File: src/rtl/mux_arb_pkg.sv
// mux_arb_pkg: shared sizes and output-stage state type for mux_rr_arbiter
package mux_arb_pkg;
   localparam int DATA_W  = 32;
   localparam int NUM_REQ = 4;
   localparam int SEL_W   = 2;
   typedef enum logic {IDLE, FULL} state_t;
endpackage

File: src/rtl/rr_pick.sv
// rr_pick: rotating-priority pick, first valid requester after ptr wins
module rr_pick
   import mux_arb_pkg::*;
(
   input  logic [NUM_REQ-1:0] in_valid,
   input  logic [SEL_W-1:0]   ptr,
   output logic [SEL_W-1:0]   g,
   output logic               any_req
);
   // Scan farthest-first so the nearest valid requester after ptr overwrites
   always_comb begin
      g = ptr;
      for (int i = NUM_REQ; i >= 1; i--)
         if (in_valid[ptr + SEL_W'(i)]) g = ptr + SEL_W'(i);
   end
   assign any_req = |in_valid;
endmodule

File: src/rtl/mux_rr_arbiter.sv
// mux_rr_arbiter: round-robin 4:1 mux arbiter with a registered output stage
// MUX_ARB_BURST_EN adds in_last and locks the grant until the last word of a burst
module mux_rr_arbiter
   import mux_arb_pkg::*;
(
   input  logic                      clk,
   input  logic                      rst_n,
   input  logic [NUM_REQ-1:0]        in_valid,
   input  logic [NUM_REQ*DATA_W-1:0] in_data,
`ifdef MUX_ARB_BURST_EN
   input  logic [NUM_REQ-1:0]        in_last,
`endif
   output logic [NUM_REQ-1:0]        in_ready,
   output logic [SEL_W-1:0]          sel,
   output logic                      out_valid,
   output logic [DATA_W-1:0]         out_data,
   input  logic                      out_ready
);
   state_t               state;
   logic [SEL_W-1:0]     ptr, last_sel, g;
   logic [NUM_REQ-1:0]   cand;
   logic                 any_req, can_accept, acc;
`ifdef MUX_ARB_BURST_EN
   logic                 lock;
   // A locked burst always belongs to ptr, since every accept moves ptr to the grant
   assign cand = lock ? in_valid & (NUM_REQ'(1) << ptr) : in_valid;
`else
   assign cand = in_valid;
`endif
   rr_pick u_pick (.in_valid(cand), .ptr(ptr), .g(g), .any_req(any_req));
   assign out_valid  = (state == FULL);
   assign can_accept = !out_valid || out_ready;
   assign acc        = can_accept && any_req;
   assign in_ready   = (rst_n && acc) ? NUM_REQ'(1) << g : '0;
   assign sel        = !rst_n ? '0 : any_req ? g : last_sel;
   always_ff @(posedge clk or negedge rst_n) begin
      if (!rst_n) begin
         state    <= IDLE;
         out_data <= '0;
         ptr      <= SEL_W'(NUM_REQ - 1);
         last_sel <= '0;
`ifdef MUX_ARB_BURST_EN
         lock     <= 1'b0;
`endif
      end else if (acc) begin
         state    <= FULL;
         out_data <= in_data[int'(g) * DATA_W +: DATA_W];
         ptr      <= g;
         last_sel <= g;
`ifdef MUX_ARB_BURST_EN
         lock     <= !in_last[g];
`endif
      end else if (out_ready) begin
         state    <= IDLE;
      end
   end
endmodule

File: config.mk
export PLATFORM = sky130hd
export DESIGN_NAME = mux_rr_arbiter
export DESIGN_NICKNAME = d
export VERILOG_FILES = /design/src/rtl/mux_arb_pkg.sv /design/src/rtl/rr_pick.sv /design/src/rtl/mux_rr_arbiter.sv
export SDC_FILE = /design/constraint.sdc
export NUM_CORES = 1
export LEC_CHECK = 0
export CAP_MARGIN = 20
export CORE_MARGIN = 4
export CORE_UTILIZATION = 37
export CTS_BUF_LIST = sky130_fd_sc_hd__clkbuf_4 sky130_fd_sc_hd__clkbuf_8
export CTS_CLUSTER_SIZE = 14
export DETAILED_ROUTE_END_ITERATION = 8
export PLACE_DENSITY = 0.85
export SYNTH_ARGS = -nofsm -noshare
export SYNTH_HDL_FRONTEND = slang
export SYNTH_SLANG_ARGS = --single-unit
File: constraint.sdc
create_clock -name clk -period 2.76 [get_ports clk]
set_input_delay 0.414 -clock clk [delete_from_list [all_inputs] [get_ports clk]]
set_output_delay 0.414 -clock clk [all_outputs]
set_load 0.05 [all_outputs]
**Yosys cells after proc, flatten, opt, wreduce, memory -nomap -nowiden**

Index checks and enable logic that the tools add are counted.

- Memory bits (writable): 0
- Bits in read-only memories: 0
- Memories kept: 0
- Output and inout port bits: 39
- Bits in registers: 37
- Latch bits: 0

- Eq/ne operators: 0
- Magnitude comparators: 3
- $mul: 0
- Bitwise logic cells: 0
- Add/sub/neg operators: 3
- Reductions and logical operators: 6
- Multiplexer cells: 14
- Divide/modulo/power cells: 0
- Shift-type cells: 2

Operators with widths:

| cell | number |
|---|---|
| 128-bit by 8-bit variable part select with 32-bit output | 1 |
| 2-bit 2-to-1 mux | 5 |
| 2-bit by 3-bit < comparator with 1-bit output, second input constant | 3 |
| 1-bit binary-select mux with 2-bit select | 3 |
| 1-bit 2-to-1 mux | 5 |
| 2-bit adder, second input constant | 2 |
| 4-bit 2-to-1 mux | 1 |
| 4-bit OR reduction | 1 |
| 1-bit by 2-bit << shifter with 4-bit output, first input constant | 1 |
| 2-bit by 1-bit adder with 2-bit output, second input constant | 1 |
| 1-bit logical AND | 2 |
| 2-bit nonzero test | 1 |
| 1-bit logical NOT | 1 |
| 1-bit logical OR | 1 |

**Depth between registers and ports, before layout**

Gate-level depths: netlist of the first run.

- Depth in word-level cells: 8
- Gate-level depth with buffers: 8
- Gate-level depth less buffers: 5

**By module**

Synthesis of the first run repeated with hierarchy kept, for this count alone.

- Cell total of the unflattened synthesis: 144
- Area, all modules: 2437.3 µm²

Modules (own cells, without submodules):

| module | area an instance (µm²) | cells an instance | instances | sequential area each (µm²) |
|---|---|---|---|---|
| mux_rr_arbiter | 2354.8 | 130 | 1 | 928.4 |
| rr_pick | 82.6 | 14 | 1 | 0.0 |

**Least setup slack after synthesis of the first run**

Ideal clock, no wire load.

- Path kind: input port to output port
- Start point: input in_valid[0]
- End point: output in_ready[2]
- Stages on the path: 7
- Data required time: 2.346 ns
- Setup slack: -0.112 ns
- Path buffers: 2
- Arrival time: 2.458 ns
- Cell sequence: o21ai_1 o21ai_0 a221o_1 nand2b_1 buf_2 buf_2 nor3_1

- Cells in the longest elaborated chain, start to end: 7
- Elaborated cells between the ends (all ways): 14
- Those cells by class: shift (1); mux (10); reduce/logical (3)

Ends and longest elaborated chain:

| item | line | RTL |
|---|---|---|
| start, declared | mux_rr_arbiter.sv:8 | `input logic [NUM_REQ-1:0] in_valid,` |
| 1-bit binary-select mux with 2-bit select | rr_pick.sv:14 | `if (in_valid[ptr + SEL_W'(i)]) g = ptr + SEL_W'(i);` |
| 1-bit 2-to-1 mux (not written as such) | rr_pick.sv:14 |  |
| 2-bit 2-to-1 mux (3 in a row) | rr_pick.sv:14 |  |
| 1-bit by 2-bit << shifter with 4-bit output | mux_rr_arbiter.sv:34 | `assign in_ready = (rst_n && acc) ? NUM_REQ'(1) << g : '0;` |
| 4-bit 2-to-1 mux * | mux_rr_arbiter.sv:34 |  |
| end, declared | mux_rr_arbiter.sv:13 | `output logic [NUM_REQ-1:0] in_ready,` |

Every way passes the cells marked *; elsewhere a longest branch is shown, timed or not. The select of a mux whose other input is x is not followed.

**Worst setup path in the final report of the first run**

- Start point: input in_valid[0]
- End point: output in_ready[3]

The elaborated chain is that of the path after synthesis.

==> run metrics, run 1 <==
Area Overhead vs Synth=87.9%; PD cells=810 nW/µm²; Overflow after GRT=0; Final setup viols=0; slew at the pin closest to its max-slew limit=0.534 ns; Yosys cell types=23; initial antenna violation count=0; Worst-Skew Late Latency=0.28 ns; CTS Buf Count=5; number of hold buffers added after cts=0; status=finished clean; Setup Buffers After CTS=0; highest clock rate=388 MHz; Synth top area share=38.6%; ant diodes=0; Worst Path Required=2.35 ns; post-route ant nets=0; setup TNS=0 ns; unrepaired setup endpoints after global routing=no; largest net degree at the start of global routing=39; CP arrival=2.16 ns; Commonest cells post-synth=mux2i_1 (66), nand2_1 (39), dfrtp_1 (35), o221ai_1 (32), buf_2 (12); Max IR drop VDD=0.000529 V; final wirelength=7730 µm; post-place instance area=4150 µm²; Final Cycle Share=93.4%; CTS tree=built; die span in y=86.3 µm; sequential area share after synthesis=40.9%; DIE WIDTH=86.3 µm; TritonRoute pass-1 iters=4; Worst setup SP type=input pin; Netlist Area Pre-Place=2270 µm²; net count after synthesis=357; clk_skew=0.00582 ns; nets=528; DIE AREA=7450 µm²; yosys warns=0; Yosys top cell by area=dfrtp_1; DR WL/cell=16.5 µm; CTS H-tree lvls=2; Pleak=0.00185 µW; fin crit period=2.58 ns; Pins Over Slew Limit=0; worst relative slew slack=64.3%; max-cap viol count=0; drc violations=0; Post-Syn Instances=222; # rows=28; via density per instance=5.17; Initial DRC Count=111; Hold Crit Class=in -> async; post-cts sizing count=0; core area=5920 µm²; Synth Flop Type=dfrtp_1; CP Max Fanout=4; routability cong.=0.755; vias=2,425; io pins=174; first-pass GRT wire length=12,500 µm; estimated wirelength of the detail-placed design=6390 µm; Longest Clk Path Bufs=2; top-count cell post-synth=mux2i_1; Mapped Avg Cell Area=10.2 µm²; port buffer count=173; top cells by area, synth=dfrtp_1 (39%), mux2i_1 (29%), o221ai_1 (12%); Total Routing Usage GR=21.0%; Worst setup EP type=primary output; flop and latch count out of synthesis=37; final hold vios=0; register clock-pin slew on the reported worst setup and hold paths=0.07 ns; Post-synth EDFFs=0; post-synthesis async set-or-reset flop share=100%; clk root buf=clkbuf_8; Crit Path Class=in -> out; Sink Count=37; layout cells sized above 1=7.11%; Starting Density=38.3%; vias in the first global route=2,565; Final Cell Area=4270 µm²
placed cells by master (no fill, tap or decap):
master           count
buf_4                8
inv_1                5
nand2_1             39
nor3_1               1
nor3_2               1
and2_1               1
o22ai_1              1
clkbuf_4             1
o21ai_0              1
dfstp_2              2
a22oi_1              1
clkdlybuf4s50_1    166
clkbuf_8             6
dfrtp_1             35
nor3b_1              1
bufinv_16            1
o21ai_4              1
nand2b_1             3
buf_2                1
a21oi_1              1
nor2_1               9
a221o_1              1
mux2i_1             66
o21ai_1              1
o221ai_1            32
nand4_1              1
buf_12               7
a211oi_1             1
routing by layer:
layer	global-route usage [%]	vias up	part of all wire, %
met1	23.8	1114	37
met4	7.37	0	2.3
met2	36.9	123	50
met3	6.94	15	11
met5	0	-	0
li1	-	1173	-
registers in the layout, summed over array words and instances (netlist names):
name       flops
ptr            2
last_sel       2
out_data      32
out_valid      1
power breakdown:
part | total [µW] | internal [µW] | switching (µW)
combinational | 2100 | 858 | 1240
clock | 488 | 304 | 183
sequential | 867 | 749 | 117
total | 3460 | 1910 | 1550
final timing paths:
path | cells past startpoint | from | to | slack (ns)
max in group asynchronous | 2 | rst_n | out_data[12]$_DFFE_PN0P_ | 2.09
min reg2reg | 2 | out_data[24]$_DFFE_PN0P_ | out_data[24]$_DFFE_PN0P_ | 0.49
min in group clk | 2 | out_data[24]$_DFFE_PN0P_ | out_data[24]$_DFFE_PN0P_ | 0.49
max | 7 | in_valid[0] | in_ready[3] | 0.18
min | 1 | rst_n | out_valid$_DFFE_PN0P_ | 0.04
max reg2reg | 6 | ptr[1]$_DFFE_PN1P_ | out_data[20]$_DFFE_PN0P_ | 0.68
per-stage QoR:
step                      total power [µW]  cells  hold WS, ns  utilization [%]  setup WS [ns]
after global placement                2960    461        0.348             70.0          0.234
after floorplan                       2200    222        0.118                -         0.0198
after CTS                             3490    469       0.0440             72.0          0.176
after global routing                  3650    469       0.0648             72.0         0.0576
after detailed placement              3000    461        0.354             70.0          0.170
final                                 3460    469       0.0450             72.0          0.182
cell families (layout without fill, tap and decap cells):
logic type	Yosys count	in the layout	synth area share (%)
AOI/OAI and AO/OA	40	40	14.6
buffers and inverters	23	195	5.29
DFF	37	37	40.9
muxes	66	66	29.1
and+or+nand+nor	56	56	10.1
worst max-delay path, stage by stage:
cell             delay (ns)
clkdlybuf4s50_1        0.48
o21ai_1                0.15
o21ai_0                0.09
a221o_1                0.40
nand2b_1               0.22
nor2_1                 0.23
buf_12                 0.17
final cells by class:
| class | instances | area, µm² |
|---|---|---|
| repair buffers | 182 | 1870 |
| fillers | 470 | 1660 |
| multi-input cells | 162 | 1240 |
| flip-flops and latches | 37 | 928 |
| well taps | 75 | 93.8 |
| clock buffers | 7 | 90.1 |
| clock inverters | 1 | 30.0 |
| inverters | 5 | 18.8 |
Power figures use the tool's default switching activity.
==> run 2: changes to the inputs <==
CORE_UTILIZATION = 39   (was 37)
PLACE_DENSITY = 0.86   (was 0.85)
SYNTH_HIERARCHICAL = 1   (was not set)
==> run metrics, run 2 <==
final wirelength=7330 µm; Setup crit end=in_ready[2]; Area Overhead vs Synth=81.6%; unrepaired setup endpoints after global routing=no; sequential area share after synthesis=38.1%; layout cells sized above 1=27.3%; estimated wirelength of the detail-placed design=6070 µm; via density per instance=5.11; Tot Pwr=4410 µW; post-cts sizing count=0; Commonest cells post-synth=dfrtp_1 (35), mux4_2 (25), mux2_4 (20), mux2_2 (14), mux4_1 (7); Filler Cell Count=412; die span in y=87.1 µm; Final Cycle Share=92.9%; PD cells=997 nW/µm²; Yosys top cell by area=dfrtp_1; Biggest register=out_data; DR WL/cell=18.6 µm; R2R Path Start=ptr[1]$_DFFE_PN1P_; Synth Flop Type=dfrtp_1; Crit Path Class=reg -> out; Longest Clk Path Bufs=2; Overflow after GRT=0; commonest non-fill, non-tap cell in the layout=clkdlybuf4s50_1; Worst Setup SP=ptr[1]$_DFFE_PN1P_; max-cap viol count=0; flop and latch count out of synthesis=37; yosys warns=6; initial antenna violation count=0; CTS tree=built; Mapped Avg Cell Area=16.9 µm²; core area=5990 µm²; max FFs per register=32; ant diodes=0; WHS=0.0922 ns; CTS H-tree lvls=2; setup TNS=0 ns; CP max stage cell=dfstp_2; Max IR drop VDD=0.000646 V; Worst setup EP type=primary output; CP Max Fanout=18; Worst-Skew Late Latency=0.28 ns; highest clock rate=390 MHz; Sink Count=37; Final setup viols=0; Post-Syn Instances=144; Stages on worst setup path=6; Hold Crit Class=in -> async; Worst Path Required=2.35 ns; Initial DRC Count=36; drc violations=0; Bufs and invs on worst path=2; CTS Buf Count=5; # rows=28; post-layout util=73.9%; slew at the pin closest to its max-slew limit=0.554 ns; Critical Path Max Stage Delay=0.60 ns; Setup Buffers After CTS=0; post-synthesis async set-or-reset flop share=100%; r2r setup slk=0.50 ns; Pins Over Slew Limit=0; number of hold buffers added after cts=0; Yosys cell types=30; DIE WIDTH=87.1 µm; first-pass GRT wire length=11,200 µm; Worst R2R End=out_data[25]$_DFFE_PN0P_; io pins=174; commonest non-fill, non-tap cells in the layout=clkdlybuf4s50_1 (166), dfrtp_1 (35), mux4_2 (25), mux2_4 (20), mux2_2 (14); Synth top area share=35.9%; vias=2,015; CP arrival=2.15 ns; CP Cell Sequence=mux2i_1, nor2_1, a221o_2, buf_12, and4b_1, buf_12; port buffer count=173; DIE AREA=7580 µm²; nets=453; status=finished clean; clk_skew=0.0103 ns; net count after synthesis=279; Starting Density=40.7%; CP delay by family, top=flip-flops; fin crit period=2.56 ns; worst relative slew slack=63.0%; Post-synth EDFFs=0; routability cong.=0.756; register clock-pin slew on the reported worst setup and hold paths=0.07 ns; Worst setup SP type=register; vias in the first global route=2,295; clk root buf=clkbuf_8; TritonRoute pass-1 iters=4; final hold vios=0; Pleak=0.00178 µW; post-route ant nets=0; top cells by area, synth=dfrtp_1 (36%), mux4_2 (23%), mux2_4 (12%); FF-to-FF path depth=6; Total Routing Usage GR=19.4%; largest net degree at the start of global routing=33; biggest regs=out_data: 32 flops, last_sel: 2 flops, ptr: 2 flops; top-count cell post-synth=dfrtp_1; Netlist Area Pre-Place=2440 µm²; CP most frequent cell=buf_12
[run 2: changes by cell type in the layout (fill, tap and decap cells not counted), sizes merged, moves of 4 or more]
| cell | delta |
|---|---|
| nor2 | -8 |
| o221ai | -32 |
| mux4 | +32 |
| mux2 | +34 |
| mux2i | -64 |
| nor2b | +4 |
| nand2 | -38 |
[run 2: final cells by class]
class,count,area (µm²),share of cell area (%)
timing repair buffer,179,1860,41.9
tap,75,93.8,2.12
clock buffer,6,82.6,1.87
clock inverter,2,37.5,0.848
sequential,37,928,21.0
inverter,3,11.3,0.254
multi-input combinational,92,1420,32.0
[run 2: per-layer routing]
layer / track usage [%] / up-vias / routed length (µm)
met3: 5.77 / 4 / 693
met4: 3.82 / 0 / 48
met1: 21.3 / 987 / 2620
li1: - / 933 / -
met2: 36.8 / 91 / 3970
met5: 0 / - / 0
[run 2: worst min path at each step]
| stage | start | to | slack [ns] |
|---|---|---|---|
| 6_report | rst_n | out_valid$_DFFE_PN0P_ | 0.09 |
| 5_1_grt | rst_n | out_valid$_DFFE_PN0P_ | 0.13 |
| 4_1_cts | rst_n | out_valid$_DFFE_PN0P_ | 0.1 |
| 3_5_place_dp | rst_n | out_valid$_DFFE_PN0P_ | 0.40 |
| 3_3_place_gp | rst_n | out_valid$_DFFE_PN0P_ | 0.39 |
| 2_1_floorplan | rst_n | last_sel[0]$_DFFE_PN0P_ | 0.12 |
[run 2: logic make-up (layout without fill, tap and decap cells)]
kind of cell	count (synthesis)	in the layout	share of synthesized area, %
AOI/OAI and AO/OA	8	8	2.36
buffers and inverters	15	190	4.88
DFF	37	37	38.1
muxes	68	68	50.3
and+or+nand+nor	16	16	4.41
[run 2: report_power, final]
group	internal [µW]	switching, µW
sequential	820	164
combinational	1410	1530
clock	294	194
total	2530	1890
[run 2: through the flow]
stage | worst slack, ns | area (µm²) | std cells
6_report | 0.196 | 4430 | 394
2_1_floorplan | 0.0199 | 2440 | 144
3_3_place_gp | 0.218 | 4310 | 386
5_1_grt | 0.0855 | 4430 | 394
3_5_place_dp | 0.183 | 4310 | 386
4_1_cts | 0.189 | 4430 | 394
==> run 3: changes to the inputs <==
CORE_MARGIN = not set   (was 4)
==> run metrics, run 3 (synthesized netlist as in run 2, its figures left out) <==
WHS=0.508 ns; Longest Clk Path Bufs=2; CTS H-tree lvls=2; Setup Buffers After CTS=0; nets=454; CP max stage cell=dfstp_2; hold path cells=1; die span in y=81.1 µm; Pins Over Slew Limit=0; routability cong.=0.732; ant diodes=0; biggest regs=out_data: 32 flops, last_sel: 2 flops, ptr: 2 flops; Worst Path Required=2.35 ns; Final Cycle Share=93.6%; r2r setup slk=0.45 ns; met3 WL=614 µm; drc violations=0; via density per instance=5.21; estimated wirelength of the detail-placed design=5730 µm; final wirelength=7020 µm; CP Max Fanout=16; port buffer count=173; Critical Path Max Stage Delay=0.61 ns; R2R Path Start=ptr[1]$_DFFE_PN1P_; Max IR drop VDD=0.000614 V; DP Cell Count=386; Total Routing Usage GR=21.4%; WHS Endpoint=out_data[20]$_DFFE_PN0P_; pre-CTS setup slack=0.114 ns; setup TNS=0 ns; first-pass GRT wire length=10,400 µm; DRT met1 WL=2410 µm; highest clock rate=387 MHz; layout cells sized above 1=27.2%; commonest non-fill, non-tap cell in the layout=clkdlybuf4s50_1; vias in the first global route=2,180; DIE WIDTH=81.1 µm; Initial DRC Count=38; CP arrival=2.17 ns; CP Cell Sequence=mux2i_1, nor2_1, a221o_2, buf_12, and4b_1, buf_12; Biggest register=out_data; Crit Path Class=reg -> out; Overflow after GRT=0; vias=2,058; Worst setup SP type=register; Worst R2R End=out_data[25]$_DFFE_PN0P_; HP Start=out_data[20]$_DFFE_PN0P_; Sink Count=37; Pleak=0.00178 µW; clk_skew=0.00687 ns; Hold Crit Class=reg -> reg; status=finished clean; Worst-Skew Late Latency=0.28 ns; Starting Density=40.7%; max FFs per register=32; fin crit period=2.58 ns; commonest non-fill, non-tap cells in the layout=clkdlybuf4s50_1 (166), dfrtp_1 (35), mux4_2 (25), mux2_4 (20), mux2_2 (14); post-route ant nets=0; DIE AREA=6570 µm²; DR WL/cell=17.8 µm; Worst setup EP type=primary output; unrepaired setup endpoints after global routing=no; # rows=28; post-cts sizing count=0; Layout Cells excl Fill=395; FF-to-FF path depth=6; final setup margin=0.176 ns; max-cap viol count=0; slew at the pin closest to its max-slew limit=0.538 ns; io pins=174; core area=5990 µm²; PD cells=984 nW/µm²; register clock-pin slew on the reported worst setup and hold paths=0.07 ns; TritonRoute pass-1 iters=4; Area Overhead vs Synth=81.1%; clk root buf=clkbuf_8; Final setup viols=0; worst relative slew slack=64.0%; met2 wire length=3900 µm; highest routed layer=met4; largest net degree at the start of global routing=34; CTS tree=built; final hold vios=0; CP most frequent cell=buf_12; CTS Buf Count=5; initial antenna violation count=0
## run 3: how the worst max path moves through the flow
stage	from	end	slack (ns)	depth (start not counted)
after floorplan	ptr[1]$_DFFE_PN1P_	in_ready[0]	0.02	6
after global placement	in_valid[3]	out_data[23]$_DFFE_PN0P_	0.21	7
after detailed placement	in_valid[3]	out_data[25]$_DFFE_PN0P_	0.11	7
after CTS	ptr[1]$_DFFE_PN1P_	in_ready[2]	0.15	6
after global routing	ptr[1]$_DFFE_PN1P_	in_ready[2]	0.08	6
final	ptr[1]$_DFFE_PN1P_	in_ready[2]	0.18	6
## run 3: worst max-delay path, delay by kind of cell (launching register included)
| family | cells | cell delay (ns) |
|---|---|---|
| DFF | 1 | 0.61 |
| and+or+nand+nor | 2 | 0.36 |
| muxes | 1 | 0.21 |
| AOI/OAI and AO/OA | 1 | 0.37 |
| buffers and inverters | 2 | 0.33 |
## run 3: routing by layer
metal  vias to the layer above  GRT usage [%]
met4                         0           7.14
li1                        938              -
met3                         8           5.62
met5                         -              0
met1                      1003           22.8
met2                       109           40.3
## run 3: what timing repair did
action / 4_1_cts / 5_1_grt
hold buffers: 1 / 0
endpoints found under the setup margin: 0 / 0
hold endpoints to repair: 4 / 0
## run 3: per-stage QoR
| stage | area, µm² | util (%) | total power, µW |
|---|---|---|---|
| 3_3_place_gp | 4310 | 71.9 | 3900 |
| 5_1_grt | 4410 | 73.7 | 4550 |
| 3_5_place_dp | 4310 | 71.9 | 3980 |
| 4_1_cts | 4410 | 73.7 | 4390 |
| 2_1_floorplan | 2440 | - | 3010 |
| 6_report | 4410 | 73.7 | 4350 |
## run 3: area by class of cell
class | instances | area (µm²)
clock buffers | 8 | 97.6
fillers | 405 | 1580
inverters | 3 | 11.3
multi-input cells | 92 | 1420
flip-flops and latches | 37 | 928
well taps | 75 | 93.8
repair buffers | 180 | 1870
## run 3: power breakdown
group          switching (µW)  leakage (µW)  total (µW)  internal (µW)
clock network             177     0.0000523         400            223
logic                    1540       0.00130        2960           1420
registers                 166      0.000427         986            821
